--- src/rtl/iter_shifter_pkg.sv ---
// Shared definitions for the iterative shifter: op encodings, FSM state
// type and the default per-cycle shift step.
package shifter_pkg;

    // Shift operation encodings carried on the op port.
    localparam logic [1:0] SH_SLL = 2'b00;
    localparam logic [1:0] SH_SRL = 2'b01;
    localparam logic [1:0] SH_SRA = 2'b10;
    localparam logic [1:0] SH_ROR = 2'b11;

    typedef enum logic [1:0] {
        IDLE  = 2'b00,
        SHIFT = 2'b01,
        DONE  = 2'b10
    } state_t;

    // Default maximum number of bit positions moved per SHIFT cycle.
    localparam int STEP_DEFAULT = 4;

endpackage

--- src/rtl/iter_shifter_sh_amount_sel.sv ---
// Shift-amount selection for the iterative shifter.
//
// Ports:
//   rt      - register operand; its low SHW bits are the register amount
//   sh      - immediate shift amount
//   reg_imm - 1 selects the register amount, 0 the immediate
//   amt     - selected amount (register amount is implicitly rt mod WIDTH)
//   ovr     - register amount is WIDTH or larger (any upper rt bit set);
//             immediates can never be over-range
module sh_amount_sel #(
    parameter int WIDTH = 32,
    parameter int SHW   = $clog2(WIDTH)
) (
    input  logic [WIDTH-1:0] rt,
    input  logic [SHW-1:0]   sh,
    input  logic             reg_imm,
    output logic [SHW-1:0]   amt,
    output logic             ovr
);

    assign amt = reg_imm ? rt[SHW-1:0] : sh;
    assign ovr = reg_imm & (|rt[WIDTH-1:SHW]);

endmodule

--- src/rtl/iter_shifter.sv ---
// Multi-cycle barrel-shift unit. Accepts one request at a time over a
// valid/ready handshake, shifts the captured operand by at most STEP bits
// per cycle, then presents the result until the consumer takes it.
//
// Ports:
//   clk, rst_n          - clock (rising edge), asynchronous active-low reset
//   in_valid / in_ready - request handshake; ready only while idle
//   data                - operand to shift
//   rt, sh, reg_imm     - register / immediate amount and its selector
//   op                  - SLL, SRL, SRA or ROR (see shifter_pkg)
//   out_valid/out_ready - result handshake
//   result              - shifted value
//   byp                 - result came from the over-range bypass
module iter_shifter
    import shifter_pkg::*;
#(
    parameter int WIDTH = 32,
    parameter int SHW   = $clog2(WIDTH),
    parameter int STEP  = STEP_DEFAULT
) (
    input  logic             clk,
    input  logic             rst_n,
    input  logic             in_valid,
    output logic             in_ready,
    input  logic [WIDTH-1:0] data,
    input  logic [WIDTH-1:0] rt,
    input  logic [SHW-1:0]   sh,
    input  logic             reg_imm,
    input  logic [1:0]       op,
    output logic             out_valid,
    input  logic             out_ready,
    output logic [WIDTH-1:0] result,
    output logic             byp
);

    // One extra bit so STEP==WIDTH is representable; rem never reaches it,
    // so in that case k is always the full remaining amount.
    localparam logic [SHW:0] STEP_V = STEP[SHW:0];

    state_t           state, state_nx;
    logic [SHW-1:0]   rem, rem_nx;
    logic [WIDTH-1:0] work, work_nx;
    logic             byp_q, byp_nx;
    logic [1:0]       op_q, op_nx;
    logic             sign_q, sign_nx;

    logic [SHW-1:0]   amt;
    logic             ovr;
    logic [SHW-1:0]   k;

    sh_amount_sel #(
        .WIDTH (WIDTH),
        .SHW   (SHW)
    ) u_amount_sel (
        .rt      (rt),
        .sh      (sh),
        .reg_imm (reg_imm),
        .amt     (amt),
        .ovr     (ovr)
    );

    // Shift w by k (< WIDTH) positions. SRA fills from the sign captured at
    // accept time; ROR wraps the bits shifted out of the LSB end.
    function automatic logic [WIDTH-1:0] step_shift(
        input logic [WIDTH-1:0] w,
        input logic [SHW-1:0]   kk,
        input logic [1:0]       o,
        input logic             s
    );
        logic [WIDTH-1:0] fill;
        logic [SHW-1:0]   kinv;
        fill = ~({WIDTH{1'b1}} >> kk);
        kinv = -kk;  // WIDTH - kk modulo WIDTH
        case (o)
            SH_SLL:  step_shift = w << kk;
            SH_SRL:  step_shift = w >> kk;
            SH_SRA:  step_shift = (w >> kk) | (s ? fill : '0);
            default: step_shift = (w >> kk) | ((kk == '0) ? '0 : (w << kinv));
        endcase
    endfunction

    // k = min(rem, STEP)
    assign k = ({1'b0, rem} > STEP_V) ? STEP_V[SHW-1:0] : rem;

    always_comb begin
        state_nx = state;
        rem_nx   = rem;
        work_nx  = work;
        byp_nx   = byp_q;
        op_nx    = op_q;
        sign_nx  = sign_q;
        case (state)
            IDLE: begin
                if (in_valid) begin
                    op_nx   = op;
                    sign_nx = data[WIDTH-1];
                    byp_nx  = 1'b0;
                    rem_nx  = '0;
                    if (ovr && (op != SH_ROR)) begin
                        work_nx  = (op == SH_SRA) ? {WIDTH{data[WIDTH-1]}} : '0;
                        byp_nx   = 1'b1;
                        state_nx = DONE;
                    end else if (amt == '0) begin
                        work_nx  = data;
                        state_nx = DONE;
                    end else begin
                        work_nx  = data;
                        rem_nx   = amt;
                        state_nx = SHIFT;
                    end
                end
            end
            SHIFT: begin
                work_nx = step_shift(work, k, op_q, sign_q);
                rem_nx  = rem - k;
                if (rem == k) begin
                    state_nx = DONE;
                end
            end
            DONE: begin
                if (out_ready) begin
                    state_nx = IDLE;
                end
            end
            default: state_nx = IDLE;
        endcase
    end

    always_ff @(posedge clk or negedge rst_n) begin
        if (!rst_n) begin
            state  <= IDLE;
            rem    <= '0;
            work   <= '0;
            byp_q  <= 1'b0;
            op_q   <= SH_SLL;
            sign_q <= 1'b0;
        end else begin
            state  <= state_nx;
            rem    <= rem_nx;
            work   <= work_nx;
            byp_q  <= byp_nx;
            op_q   <= op_nx;
            sign_q <= sign_nx;
        end
    end

    assign in_ready  = (state == IDLE);
    assign out_valid = (state == DONE);
    assign result    = work;
    assign byp       = byp_q;

endmodule

--- config.mk ---
export PLATFORM = sky130hd
export DESIGN_NAME = iter_shifter
export DESIGN_NICKNAME = d
export VERILOG_FILES = /design/src/rtl/iter_shifter_pkg.sv /design/src/rtl/iter_shifter_sh_amount_sel.sv /design/src/rtl/iter_shifter.sv
export SDC_FILE = /design/constraint.sdc
export NUM_CORES = 1
export LEC_CHECK = 0
export BUFFER_PORTS_ARGS = -buffer_cell sky130_fd_sc_hd__clkbuf_2
export CELL_PAD_IN_SITES_DETAIL_PLACEMENT = 0
export CELL_PAD_IN_SITES_GLOBAL_PLACEMENT = 1
export CORE_UTILIZATION = 44
export CTS_CLUSTER_SIZE = 28
export DETAILED_ROUTE_END_ITERATION = 8
export PLACE_DENSITY_LB_ADDON = 0.1
export SETUP_SLACK_MARGIN = 0.4
export SLEW_MARGIN = 10
export SYNTH_ARGS = -nofsm -noshare
export SYNTH_HDL_FRONTEND = slang
export SYNTH_SLANG_ARGS = --single-unit
--- constraint.sdc ---
create_clock -name clk -period 5.4 [get_ports clk]
set_clock_uncertainty 0.1 [all_clocks]
set_input_delay 1.08 -clock clk [delete_from_list [all_inputs] [get_ports clk]]
set_output_delay 1.08 -clock clk [all_outputs]
set_load 0.02 [all_outputs]
# ---- Word level (Yosys, flattened, before mapping)
# Cells that the tools add are included.
dict set report word_totals {
  reg_bits 43
  inputBits 76
  out_inout_bits 35
}
dict set report classes {
  n_addsub 2
  n_lt_le_gt_ge 1
  n_eq_ne 10
  shift 4
  n_mux 20
  n_bitwise 4
  n_reduce_logical 10
}
# op count
set ops {}
lappend ops {{$mux W32} 5}
lappend ops {{$pmux W32 S3} 1}
lappend ops {{$or A32 B32 Y32} 2}
lappend ops {{$pmux W32 S2} 1}
lappend ops {{$shl A32 B5 Y32} 2}
lappend ops {{$not A32 Y32} 1}
lappend ops {{$shr A32 B5 Y32} 1}
lappend ops {{$shr A32 B5 Y32 const A} 1}
lappend ops {{$reduce_or A27 Y1} 1}
lappend ops {{$mux W5} 5}
lappend ops {{$logic_not A5 Y1} 2}
lappend ops {{$mux W2} 5}
lappend ops {{$pmux W5 S2} 1}
lappend ops {{$eq A2 B2 Y1 const B} 3}
lappend ops {{$ne A2 B2 Y1 const B} 3}
lappend ops {{$pmux W2 S3} 1}
lappend ops {{$eq A5 B5 Y1} 1}
lappend ops {{$gt A5 B3 Y1 const B} 1}
lappend ops {{$neg A5 Y5} 1}
lappend ops {{$sub A5 B5 Y5} 1}
lappend ops {{$eq A2 B1 Y1 const B} 2}
lappend ops {{$logic_not A2 Y1} 2}
lappend ops {{$reduce_and A2 Y1} 2}
lappend ops {{$reduce_and A3 Y1} 1}
lappend ops {{other kinds (5)} 5}

# ---- Depth between registers and ports, before layout
dict set report depth {
  ltp_word 8
  mapped_depth 16
  ltp_nobuf 11
}

# ---- Cells and area by module
# From an unflattened synthesis, not the netlist that was laid out.
dict set report hier_totals {
  hier_cells 864
  hier_area_um2 6483.7
}
# module instances cells_each area_each_um2 seq_area_each_um2
set by_module_without_submodules {}
lappend by_module_without_submodules {iter_shifter 1 848 6336.1 1076.0}
lappend by_module_without_submodules {sh_amount_sel 1 16 147.6 0.0}

# ---- Least setup slack after synthesis
# OpenSTA, ideal clock, no wires.
dict set report synth_timing {
  path_type {register -> register}
  from {register rem[0]}
  to {register work[15], in the netlist result[15]}
  setup_ns 0.122
  t_arrival_ns 3.681
  setup_slack_ns 1.498
  stages_incl_launch_ff 15
  period_less_slack_ns 3.902
  path_cell_list {dfrtp_1 buf_2 or4b_4 buf_6 buf_1 clkbuf_1 ha_1 inv_1 ha_1 clkbuf_1 mux4_1 mux4_2 nand2_1 nand3_1 a32o_1}
}
dict set report synth_between {
  elab_chain_len 8
  elab_cells_between_ends 15
  classes_between {add/sub (1); order compare (1); shift (4); mux (5); bitwise (3); reduce/logical (1)}
}
# item line
set synth_lines {}
lappend synth_lines {{start: declaration} iter_shifter.sv:41} ;# logic [SHW-1:0] rem, rem_nx;
lappend synth_lines {{start signal: assignment} iter_shifter.sv:139} ;# rem <= rem_nx;
lappend synth_lines {{$gt A5 B3 Y1} iter_shifter.sv:83} ;# assign k = ({1'b0, rem} > STEP_V) ? STEP_V[SHW-1:0] : rem;
lappend synth_lines {{$mux W5 *} iter_shifter.sv:83}
lappend synth_lines {{$neg A5 Y5 / $shr A32 B5 Y32 (equally long branches)} {iter_shifter.sv:73, iter_shifter.sv:72}}
lappend synth_lines {{$shl A32 B5 Y32 / $not A32 Y32 (equally long branches)} {iter_shifter.sv:78, iter_shifter.sv:72}}
lappend synth_lines {{$mux W32 (on tied branches)} {iter_shifter.sv:78, iter_shifter.sv:77}}
lappend synth_lines {{$or A32 B32 Y32 (on tied branches)} {iter_shifter.sv:78, iter_shifter.sv:77}}
lappend synth_lines {{$pmux W32 S3 *} iter_shifter.sv:74} ;# case (o)
lappend synth_lines {{$pmux W32 S2 *} iter_shifter.sv:92} ;# case (state)
lappend synth_lines {{end signal: assignment} iter_shifter.sv:140} ;# work <= work_nx;
lappend synth_lines {{end: declaration} iter_shifter.sv:42} ;# logic [WIDTH-1:0] work, work_nx;
# Mark *: on every way between the ends. The rest lies on a longest branch, timed or not.
# A chain may end at the register's enable or synchronous reset.

# ---- Worst setup path in the final report
dict set report layout_timing {
  from {register rem[2]}
  to {register work[22], in the netlist result[22]}
}
# The elaborated chain is that of the path after synthesis.

==> impl_metrics.csv <==
group,metric,value,unit
run_status,status,"finished, final reports clean",
worst_setup_path,cp.required,5.47,ns
sta,tightest_slew,1.195,ns
worst_setup_path,startpoint_type,"register",
logic_synthesis,syn_area_per_cell,8.184,um2
worst_setup_path,worst-path-buf-inv,1,
routing,viasPerCell,7.095,
global_routing,top_usage_layer,"met2",
clock_network,clkTransAtPathRegs,0.07,ns
place,place_congestion,0.9399,
worst_setup_path,cp_data_arrival_time,4.22,ns
routing,wire_per_inst,26.89,um
sta,fin_setup_tns,0,ns
clock_network,worstSkewPairLatency,0.31,ns
sta,min_period,4.154,ns
sta,setup_viol,0,
worst_setup_path,crit_top_cell,"ha_1",
global_routing,track_usage,36.95,%
logic_synthesis,synth_flop_cell,"dfrtp_1",
worst_setup_path,crit_family,"adder cells",
job,maxCapViolations,0,
routing,drc_errors,0,
clock_network,cts_sinks,43,
logic_synthesis,syn_area,6564,um2
logic_synthesis,synth_edf_count,0,
die,start_util,45.16,%
global_routing,use_met1,49.61,%
worst_hold_path,min_path_type,"reg -> reg",
die,die_y,124.1,um
sta,slew_viol_final,0,
logic_synthesis,synth_cells,802,
routing,firstDrtPassIters,5,
clock_network,holdBufCountCts,0,
routing,vias,7258,
worst_setup_path,critPathKind,"reg -> reg",
logic_synthesis,yosysUniqueCellTypes,75,
logic_synthesis,yosysMostFrequentCell,"nand2_1",
die,die-area,15410,um2
global_routing,overflow,0,
routing,wl,27500,um
die,ioPinCount,111,
worst_setup_path,cp_cell_sequence,"or4b_2 > ha_1 > inv_1 > ha_1 > mux4_2 > mux2i_1 > o22ai_1 > a2111oi_0 > a211oi_2",
clock_network,cts-root-buf,"clkbuf_16",
sta,rsz0062_at_grt,"no",
clock_network,h-tree-depth,2,
worst_setup_path,crit_path_end_kind,"register",
clock_network,clk_path_buf_depth,2,
sta,fmax,240.7,MHz
final_layout,syn_to_final_growth,9.912,%
clock_network,cts_setup_buffers,0,
routing,drt_iter0_markers,860,
final_layout,drive_above_1_share,25.86,%
global_routing,first_global_vias,6875,
sta,period_share,76.93,%
worst_setup_path,crit_slowest_cell,"ha_1",
logic_synthesis,async_reset_ff_share,100.0,%
place,portBuffers,110,
place,dpl.hpwl,18530,um
logic_synthesis,ys_warn_count,0,
logic_synthesis,synth_common_cells,"nand2_1, mux2i_1, nor2_1, clkbuf_1, a21oi_1",
worst_setup_path,crit_path_start,"rem[2]",
final_layout,antenna_cells,0,
logic_synthesis,synthTopCellsByArea,"dfrtp_1, mux4_2, mux2i_1",
global_routing,grt_max_degree,69,
die,die_w,124.1,um
final_layout,fin_nets,920,
die,core,14530,um2
sta,finalHoldViolCount,0,
routing,ant_nets,0,
worst_setup_path,cp_slowest_stage_delay,0.77,ns
global_routing,use_met2,57.46,%
logic_synthesis,ys_ff_latch,43,
clock_network,cts_tree,"built",
logic_synthesis,synth_top_cell_area_share,16.39,%
worst_hold_path,hp-start,"byp",
clock_network,cts_resized,0,
die,fp-row-count,44,
global_routing,grt_pass1_wl,41950,um
logic_synthesis,synth_seq_area_share,16.39,%
global_routing,grtUsageMet3,6.548,%
worst_setup_path,reg2reg_from,"rem[2]",
final_layout,fill_cells,1509,
worst_setup_path,cp_max_fo,26,
sta,slew_headroom,20.31,%
logic_synthesis,synth_top_area_cell,"dfrtp_1",
global_routing,antenna_found_initial,0,
clock_network,cts_buffers,5,
==> layout make-up <==
type                       instances  area, um2  share of cell area (%)
multi-input combinational        648       4995                   69.23
sequential                        43       1076                   14.91
timing repair buffer             129      693.2                   9.608
tap                              184      230.2                   3.191
clock buffer                       6      138.9                   1.925
inverter                          11      46.29                  0.6417
clock inverter                     2      35.03                  0.4856
==> state kept, by name, summed over array words and instances (netlist names) <==
register / flops
sign_q: 1
rem: 5
result: 32
byp: 1
op_q: 2
state: 2
==> per-layer routing <==
metal	wire (um)	vias up
li1	-	3130
met1	11100	3569
met2	12540	470
met3	2486	89
met4	1383	0
met5	0	-
==> path summary, 6_finish.rpt <==
kind	depth (start not counted)	endpoint	slack, ns
setup / recovery	9	result[22]	1.25
min in group asynchronous	2	op_q[0]	0.78
max in group asynchronous	2	state[0]	3.98
hold reg to reg	1	byp	0.41
hold / removal	1	byp	0.41
setup reg to reg	9	result[22]	1.25
==> placed cells by master (no fill, tap or decap), types with 16 or more instances in the layout <==
cell / netlist / layout
nor2_1: 75 / 73
mux2i_1: 93 / 93
o21ai_0: 37 / 37
dfrtp_1: 43 / 43
mux2_2: 18 / 18
a211oi_1: 19 / 19
buf_4: 2 / 19
a21oi_1: 44 / 44
a31oi_1: 16 / 16
mux4_2: 42 / 42
nand2_1: 104 / 104
clkbuf_2: 0 / 110
nand3_1: 20 / 20
==> kinds of logic after synthesis <==
kind of cell,Yosys count,share of synthesized area (%)
AND/OR/NAND/NOR,267,18.45
AO/OA/AOI/OAI,216,22.67
multiplexers,157,33.28
buffers and inverters,112,8.006
flip-flops,43,16.39
adder cells (fa/ha/maj),6,1.144
other,1,0.05713
==> metrics by stage <==
stage | setup slack, ns | utilization, % | hold WS [ns] | area (um2) | std cells
floorplan | 1.498 | - | 0.3959 | 6568 | 803
global placement | 1.370 | 48.44 | 0.4008 | 7041 | 1015
detailed placement | 1.321 | 48.44 | 0.3998 | 7041 | 1015
CTS | 1.310 | 49.64 | 0.4152 | 7214 | 1023
global route | 1.156 | 49.64 | 0.4379 | 7214 | 1023
finish | 1.246 | 49.64 | 0.4128 | 7214 | 1023
Power is not shown: default switching activity piles up to over one toggle a cycle in this logic, so the estimate is an artifact.
